[config.mk]
export PLATFORM = sky130hd
export DESIGN_NAME = fifo_request_serializer
export DESIGN_NICKNAME = d
export VERILOG_FILES = /design/src/rtl/fifo_request_serializer_pkg.sv /design/src/rtl/fifo_request_serializer_beat_shift_register.sv /design/src/rtl/fifo_request_serializer.sv
export SDC_FILE = /design/constraint.sdc
export NUM_CORES = 1
export LEC_CHECK = 0
export CELL_PAD_IN_SITES_DETAIL_PLACEMENT = 0
export CELL_PAD_IN_SITES_GLOBAL_PLACEMENT = 1
export CORE_MARGIN = 3
export CORE_UTILIZATION = 35
export DETAILED_ROUTE_END_ITERATION = 10
export HOLD_SLACK_MARGIN = 0.06
export PLACE_DENSITY_LB_ADDON = 0.25
export SETUP_SLACK_MARGIN = 0.1
export SLEW_MARGIN = 10
export SYNTH_ARGS = -nofsm -noshare
export SYNTH_HDL_FRONTEND = slang
export SYNTH_HIERARCHICAL = 1
export SYNTH_SLANG_ARGS = --single-unit
[constraint.sdc]
create_clock -name clk_in -period 3.5 [get_ports clk_in]
set_input_delay 0.35 -clock clk_in [delete_from_list [all_inputs] [get_ports clk_in]]
set_output_delay 0.35 -clock clk_in [all_outputs]
set_load 0.01 [all_outputs]
[src/rtl/fifo_request_serializer_pkg.sv]
// Shared definitions for the request serializer: FSM state encoding and byte width.
// Latency: n/a (types and constants only).
// Backpressure: n/a.
package fifo_request_serializer_pkg;

  // IDLE: waiting for an upstream entry. SEND: an entry is held and being beaten out.
  typedef enum logic [0:0] {
    ST_IDLE = 1'b0,
    ST_SEND = 1'b1
  } state_e;

  localparam int BYTE_LEN_IN_BITS = 8;

endpackage

[src/rtl/fifo_request_serializer_beat_shift_register.sv]
// Parallel-load right shifter holding one entry; the low beat is always on data_out.
// Latency: load/shift/clear take effect on the next posedge.
// Backpressure: none; it holds its value until told to load, shift or clear.
//
// Ports:
//   clk_in, reset_in   clock, synchronous active-low reset
//   load_in, load_dat  parallel load of a full entry (highest priority)
//   clr_in             zero the register
//   shift_en_in        shift right by one beat, zero fill
//   data_out           current register contents
module fifo_request_serializer_beat_shift_register #(
  parameter int WIDTH_IN_BITS      = 64,
  parameter int BEAT_WIDTH_IN_BITS = 16
) (
  input  logic                     clk_in,
  input  logic                     reset_in,
  input  logic                     load_in,
  input  logic [WIDTH_IN_BITS-1:0] load_dat,
  input  logic                     clr_in,
  input  logic                     shift_en_in,
  output logic [WIDTH_IN_BITS-1:0] data_out
);

  logic [WIDTH_IN_BITS-1:0] data_d;
  logic [WIDTH_IN_BITS-1:0] data_q;

  always_comb begin
    data_d = data_q;
    if (load_in) begin
      data_d = load_dat;
    end else if (clr_in) begin
      data_d = '0;
    end else if (shift_en_in) begin
      data_d = {{BEAT_WIDTH_IN_BITS{1'b0}}, data_q[WIDTH_IN_BITS-1:BEAT_WIDTH_IN_BITS]};
    end
  end

  always_ff @(posedge clk_in) begin
    if (!reset_in) begin
      data_q <= '0;
    end else begin
      data_q <= data_d;
    end
  end

  assign data_out = data_q;

endmodule

[src/rtl/fifo_request_serializer.sv]
// Drains one wide entry from a valid/ack queue and re-emits it as NUM_BEATS narrow beats, LSB beat first.
// Latency: upstream valid sampled at T -> issue_ack_out and beat 0 valid at T+1.
// Backpressure: beats held stable until beat_ack_in; upstream is not acked again until the entry is fully sent.
//
// Option macro FIFO_SERIALIZER_BACK_TO_BACK_EN: when defined, the next beat follows an acked beat
// with no bubble (1 beat/cycle under held ack); otherwise one bubble cycle follows each acked beat.
//
// Ports:
//   clk_in, reset_in                    clock, synchronous active-low reset
//   request_in, request_valid_in        upstream entry and its valid
//   issue_ack_out                       one-cycle registered accept pulse to upstream
//   beat_out, beat_valid_out            downstream beat and its valid
//   beat_last_out                       marks the final beat of an entry
//   beat_ack_in                         downstream accept pulse
//   busy_out                            an entry is held
module fifo_request_serializer
  import fifo_request_serializer_pkg::*;
#(
  parameter int SINGLE_ENTRY_WIDTH_IN_BITS = 64,
  parameter int BEAT_WIDTH_IN_BITS         = 16,
  parameter int NUM_BEATS                  = SINGLE_ENTRY_WIDTH_IN_BITS / BEAT_WIDTH_IN_BITS,
  parameter int BEAT_CNT_WIDTH_IN_BITS     = $clog2(NUM_BEATS)
) (
  input  logic                                  clk_in,
  input  logic                                  reset_in,
  input  logic [SINGLE_ENTRY_WIDTH_IN_BITS-1:0] request_in,
  input  logic                                  request_valid_in,
  output logic                                  issue_ack_out,
  output logic [BEAT_WIDTH_IN_BITS-1:0]         beat_out,
  output logic                                  beat_valid_out,
  output logic                                  beat_last_out,
  input  logic                                  beat_ack_in,
  output logic                                  busy_out
);

  state_e                              state_d, state_q;
  logic [BEAT_CNT_WIDTH_IN_BITS-1:0]   cnt_d, cnt_q;
  logic                                issue_ack_d, issue_ack_q;
  logic                                beat_valid_d, beat_valid_q;
  logic                                sr_load, sr_shift, sr_clr;
  logic [SINGLE_ENTRY_WIDTH_IN_BITS-1:0] sr_data;
  logic                                cnt_is_last;
  logic                                beat_taken;

  assign cnt_is_last = (cnt_q == BEAT_CNT_WIDTH_IN_BITS'(NUM_BEATS - 1));
  // An ack only counts while a beat is actually offered.
  assign beat_taken  = beat_ack_in & beat_valid_q;

  always_comb begin
    state_d      = state_q;
    cnt_d        = cnt_q;
    issue_ack_d  = 1'b0;
    beat_valid_d = beat_valid_q;
    sr_load      = 1'b0;
    sr_shift     = 1'b0;
    sr_clr       = 1'b0;

    case (state_q)
      ST_IDLE: begin
        // The issue_ack_q guard keeps the accept pulse from ever repeating back to back.
        if (request_valid_in && !issue_ack_q) begin
          sr_load      = 1'b1;
          issue_ack_d  = 1'b1;
          cnt_d        = '0;
          beat_valid_d = 1'b1;
          state_d      = ST_SEND;
        end
      end
      ST_SEND: begin
        if (beat_taken) begin
          if (cnt_is_last) begin
            cnt_d        = '0;
            sr_clr       = 1'b1;
            beat_valid_d = 1'b0;
            state_d      = ST_IDLE;
          end else begin
            sr_shift     = 1'b1;
            cnt_d        = cnt_q + BEAT_CNT_WIDTH_IN_BITS'(1);
`ifdef FIFO_SERIALIZER_BACK_TO_BACK_EN
            beat_valid_d = 1'b1;
`else
            beat_valid_d = 1'b0;
`endif
          end
        end else if (!beat_valid_q) begin
          // Bubble cycle over: offer the already-shifted next beat.
          beat_valid_d = 1'b1;
        end
      end
      default: begin
        state_d = ST_IDLE;
      end
    endcase
  end

  always_ff @(posedge clk_in) begin
    if (!reset_in) begin
      state_q      <= ST_IDLE;
      cnt_q        <= '0;
      issue_ack_q  <= 1'b0;
      beat_valid_q <= 1'b0;
    end else begin
      state_q      <= state_d;
      cnt_q        <= cnt_d;
      issue_ack_q  <= issue_ack_d;
      beat_valid_q <= beat_valid_d;
    end
  end

  fifo_request_serializer_beat_shift_register #(
    .WIDTH_IN_BITS      (SINGLE_ENTRY_WIDTH_IN_BITS),
    .BEAT_WIDTH_IN_BITS (BEAT_WIDTH_IN_BITS)
  ) u_beat_shift_register (
    .clk_in      (clk_in),
    .reset_in    (reset_in),
    .load_in     (sr_load),
    .load_dat    (request_in),
    .clr_in      (sr_clr),
    .shift_en_in (sr_shift),
    .data_out    (sr_data)
  );

  assign issue_ack_out  = issue_ack_q;
  assign beat_out       = sr_data[BEAT_WIDTH_IN_BITS-1:0];
  assign beat_valid_out = beat_valid_q;
  assign beat_last_out  = beat_valid_q & cnt_is_last;
  assign busy_out       = (state_q == ST_SEND);

endmodule
==> run metrics <==
status finished clean; Tightest Pin Transition a little under 0.6 ns; fin worst setup slack 1.231 ns; Hold-fix buffers, CTS 0; slew margin rel. about three fifths; Mapped Nets about 400; post-synthesis cell area between 2000 and 3000 um^2; top_reg_cell synth dfxtp_1; switch share 23.66%; TritonCTS Sinks 69; Detail Route Antenna Nets 0; hold path depth 1; Hold Violations, Final 0; vias in the first global route 2,525; max incr delay on CP roughly 0.57 ns; Worst R2R Path Depth 5; nets between 400 and 500; Min Clock Period, post-route 2.269 ns; PortBufs a little under 90; Net Switching 0.0004674 W; TritonCTS clock tree yes; clock power share between 30% and 40%; Slowest-stage cell, CP and2_1; Buf/Inv on CP 3; share of cells above drive strength 1 6.083%; Worst-Skew Late Latency between 0.3 and 0.4 ns; clk_skew 0.004996 ns; GR Util All Layers between 15 and 20%; ys async rst share 0%; Fill cells a little over 700; worst-path cell chain clkdlybuf4s50_1 > or3b_1 > inv_1 > buf_4 > and2_1 > a22o_1; post-route cell area about 3900 um^2; Yosys reg bits 69; total setup violations reported at the end of the flow 0; I/O Pins 88; Worst-path clk slew 0.07 ns; WL per Instance ~15 um; Die Ht 94.34 um; Levels on crit path 6; flop2flop setup slack between 1 and 1.5 ns; internal power approximately 0.0015 W; Pre-antenna DRT Iters 4; initial antenna violation count 0; CTS Buf Count 9; post-CTS resize count 0; max cap viols 0; Mean Syn Cell Area slightly above 8 um^2; Worst EP required between 3 and 4 ns; DRC 0; CTS max path bufs 2; pin count of the biggest net entering global routing between 40 and 50; Leakage 1.460 nW; row cnt 31; RD Place Congestion about 0.8; P per Cell Area around 510 nW/um^2; die area between 8000 and 9000 um^2; Sequential Power Share between 40% and 50%; sequential share of the synthesized area between 50 and 60%; Fin Setup TNS 0 ns; routed wire length around 7500 um; global-route wire length before repair about 12,000 um; Combinational Power Share 15.8%; DR iter-0 viols between 150 and 200; die width approximately 94 um; Initial Utilization a little under two fifths; drt via density slightly above 5; Worst VDD drop between 0.2 and 0.25 mV; critical path type in2reg; Area Growth Syn to Fin 41.41%; FMAX between 400 and 500 MHz; synthesis warning total 6; Tcrit/Tclk final between 60 and 70%; Crit Path Max Fanout 38; max-slew violation count 0; placement-stage cell area between 3000 and 4000 um^2; CP endpoint kind flop; RSZ-0062 raised after global routing no; number of synthesized flops with an enable pin 0; Critical Path AT 2.54 ns; vias post-DR about 2.6k; Critical Path Source Type input pin; GRT Residual Overflow 0; CTS root buf clkbuf_8; synth unique cells 23; delay-heaviest family, CP buffers and inverters; Post-Place Worst Slack 0.9242 ns; Setup Buffers After CTS 0; core area 7408 um^2; # diodes 0; htree depth 3; Worst Hold Class reg2reg; Syn Inst Count between 300 and 400; DP Wirelength 4918 um
[area by class of cell]
class / instances / area [um^2] / share of cell area [%]
multi-input cells: 230 / 1195 / 30.94
flip-flops and latches: 69 / 1381 / 35.76
repair buffers: 93 / 910.9 / 23.58
clock inverters: 4 / 95.09 / 2.462
well taps: 99 / 123.9 / 3.207
inverters: 3 / 11.26 / 0.2915
clock buffers: 12 / 145.1 / 3.758
[worst reg2reg max path: cells and delay by family, from the launching register on]
family,cells,cell delay [ns]
AOI/OAI and AO/OA,1,0.21
DFF,1,0.35
buffers and inverters,2,0.52
and+or+nand+nor,2,0.99
[placed cells by master, fill, tap and decap left out, types with 2 or more instances in the layout]
master and count:
dfxtp_1 69, nand2_1 49, o21ai_1 43, bufinv_16 3, a22o_1 16, clkdlybuf4s50_1 86, a21oi_1 48, buf_4 6
and2_1 3, nor2_1 3, ha_1 2, o21ai_0 55, clkbuf_8 10, clkbuf_1 2, inv_1 3
[registers in the layout, summed over array words and instances (netlist names)]
name                            flops
cnt_q                               2
busy_out                            1
issue_ack_out                       1
u_beat_shift_register/data_out     64
beat_valid_out                      1
[per-stage QoR]
stage          utilization [%]  total power (W)  std cells  hold WS (ns)
6_report                 52.14         0.001976        510        0.4773
5_1_grt                  52.14         0.002073        510        0.4863
4_1_cts                  52.14         0.001998        510        0.4792
3_5_place_dp             48.89         0.001220        494        0.4588
2_1_floorplan                -         0.001064        331        0.4436
3_3_place_gp             48.89         0.001219        494        0.4577
[kinds of logic (layout without fill, tap and decap cells)]
kind of cell / after synthesis / in the layout / synth area share [%]
compound gates: 164 / 164 / 32.57
fa+ha+maj: 2 / 2 / 0.9160
buf+inv: 32 / 112 / 5.772
flops: 69 / 69 / 50.57
simple gates: 64 / 64 / 10.17
[final timing paths]
path,to,start
worst max-delay path,u_beat_shift_register/data_out[52],request_valid_in
worst min-delay path,u_beat_shift_register/data_out[57],u_beat_shift_register/data_out[57]
worst max register to register,u_beat_shift_register/data_out[52],busy_out
worst min register to register,u_beat_shift_register/data_out[57],u_beat_shift_register/data_out[57]
[power by group through the flow]
stage / registers (W) / logic, W / clock network, W
floorplan: 0.000907 / 0.000157 / 0
global placement: 0.000908 / 0.000312 / 0
detailed placement: 0.000908 / 0.000312 / 0
CTS: 0.000891 / 0.000315 / 0.000792
global route: 0.000899 / 0.000348 / 0.000827
finish: 0.000891 / 0.000312 / 0.000773
[Yosys cell counts (all sizes together), types with 2 or more instances]
library cell,n,area share [%]
o21ai,98,18
dfxtp,69,51
a22o,16,5.1
inv,3,0.41
nor2,4,0.55
nand3,2,0.55
clkbuf,19,2.6
a21oi,48,8.8
and2,3,0.69
nand2,49,6.7
ha,2,0.92
or3,2,0.64
buf,10,2.7
[layer usage]
layer  up-vias  track usage (%)  routed length [um]
met2        79            26.95                3375
met3         4            3.187                 446
met1      1198            24.22                3585
met5         -                0                   0
li1       1317                -                   -
met4         0            6.859                  52
(Power assumes the default switching activity.)
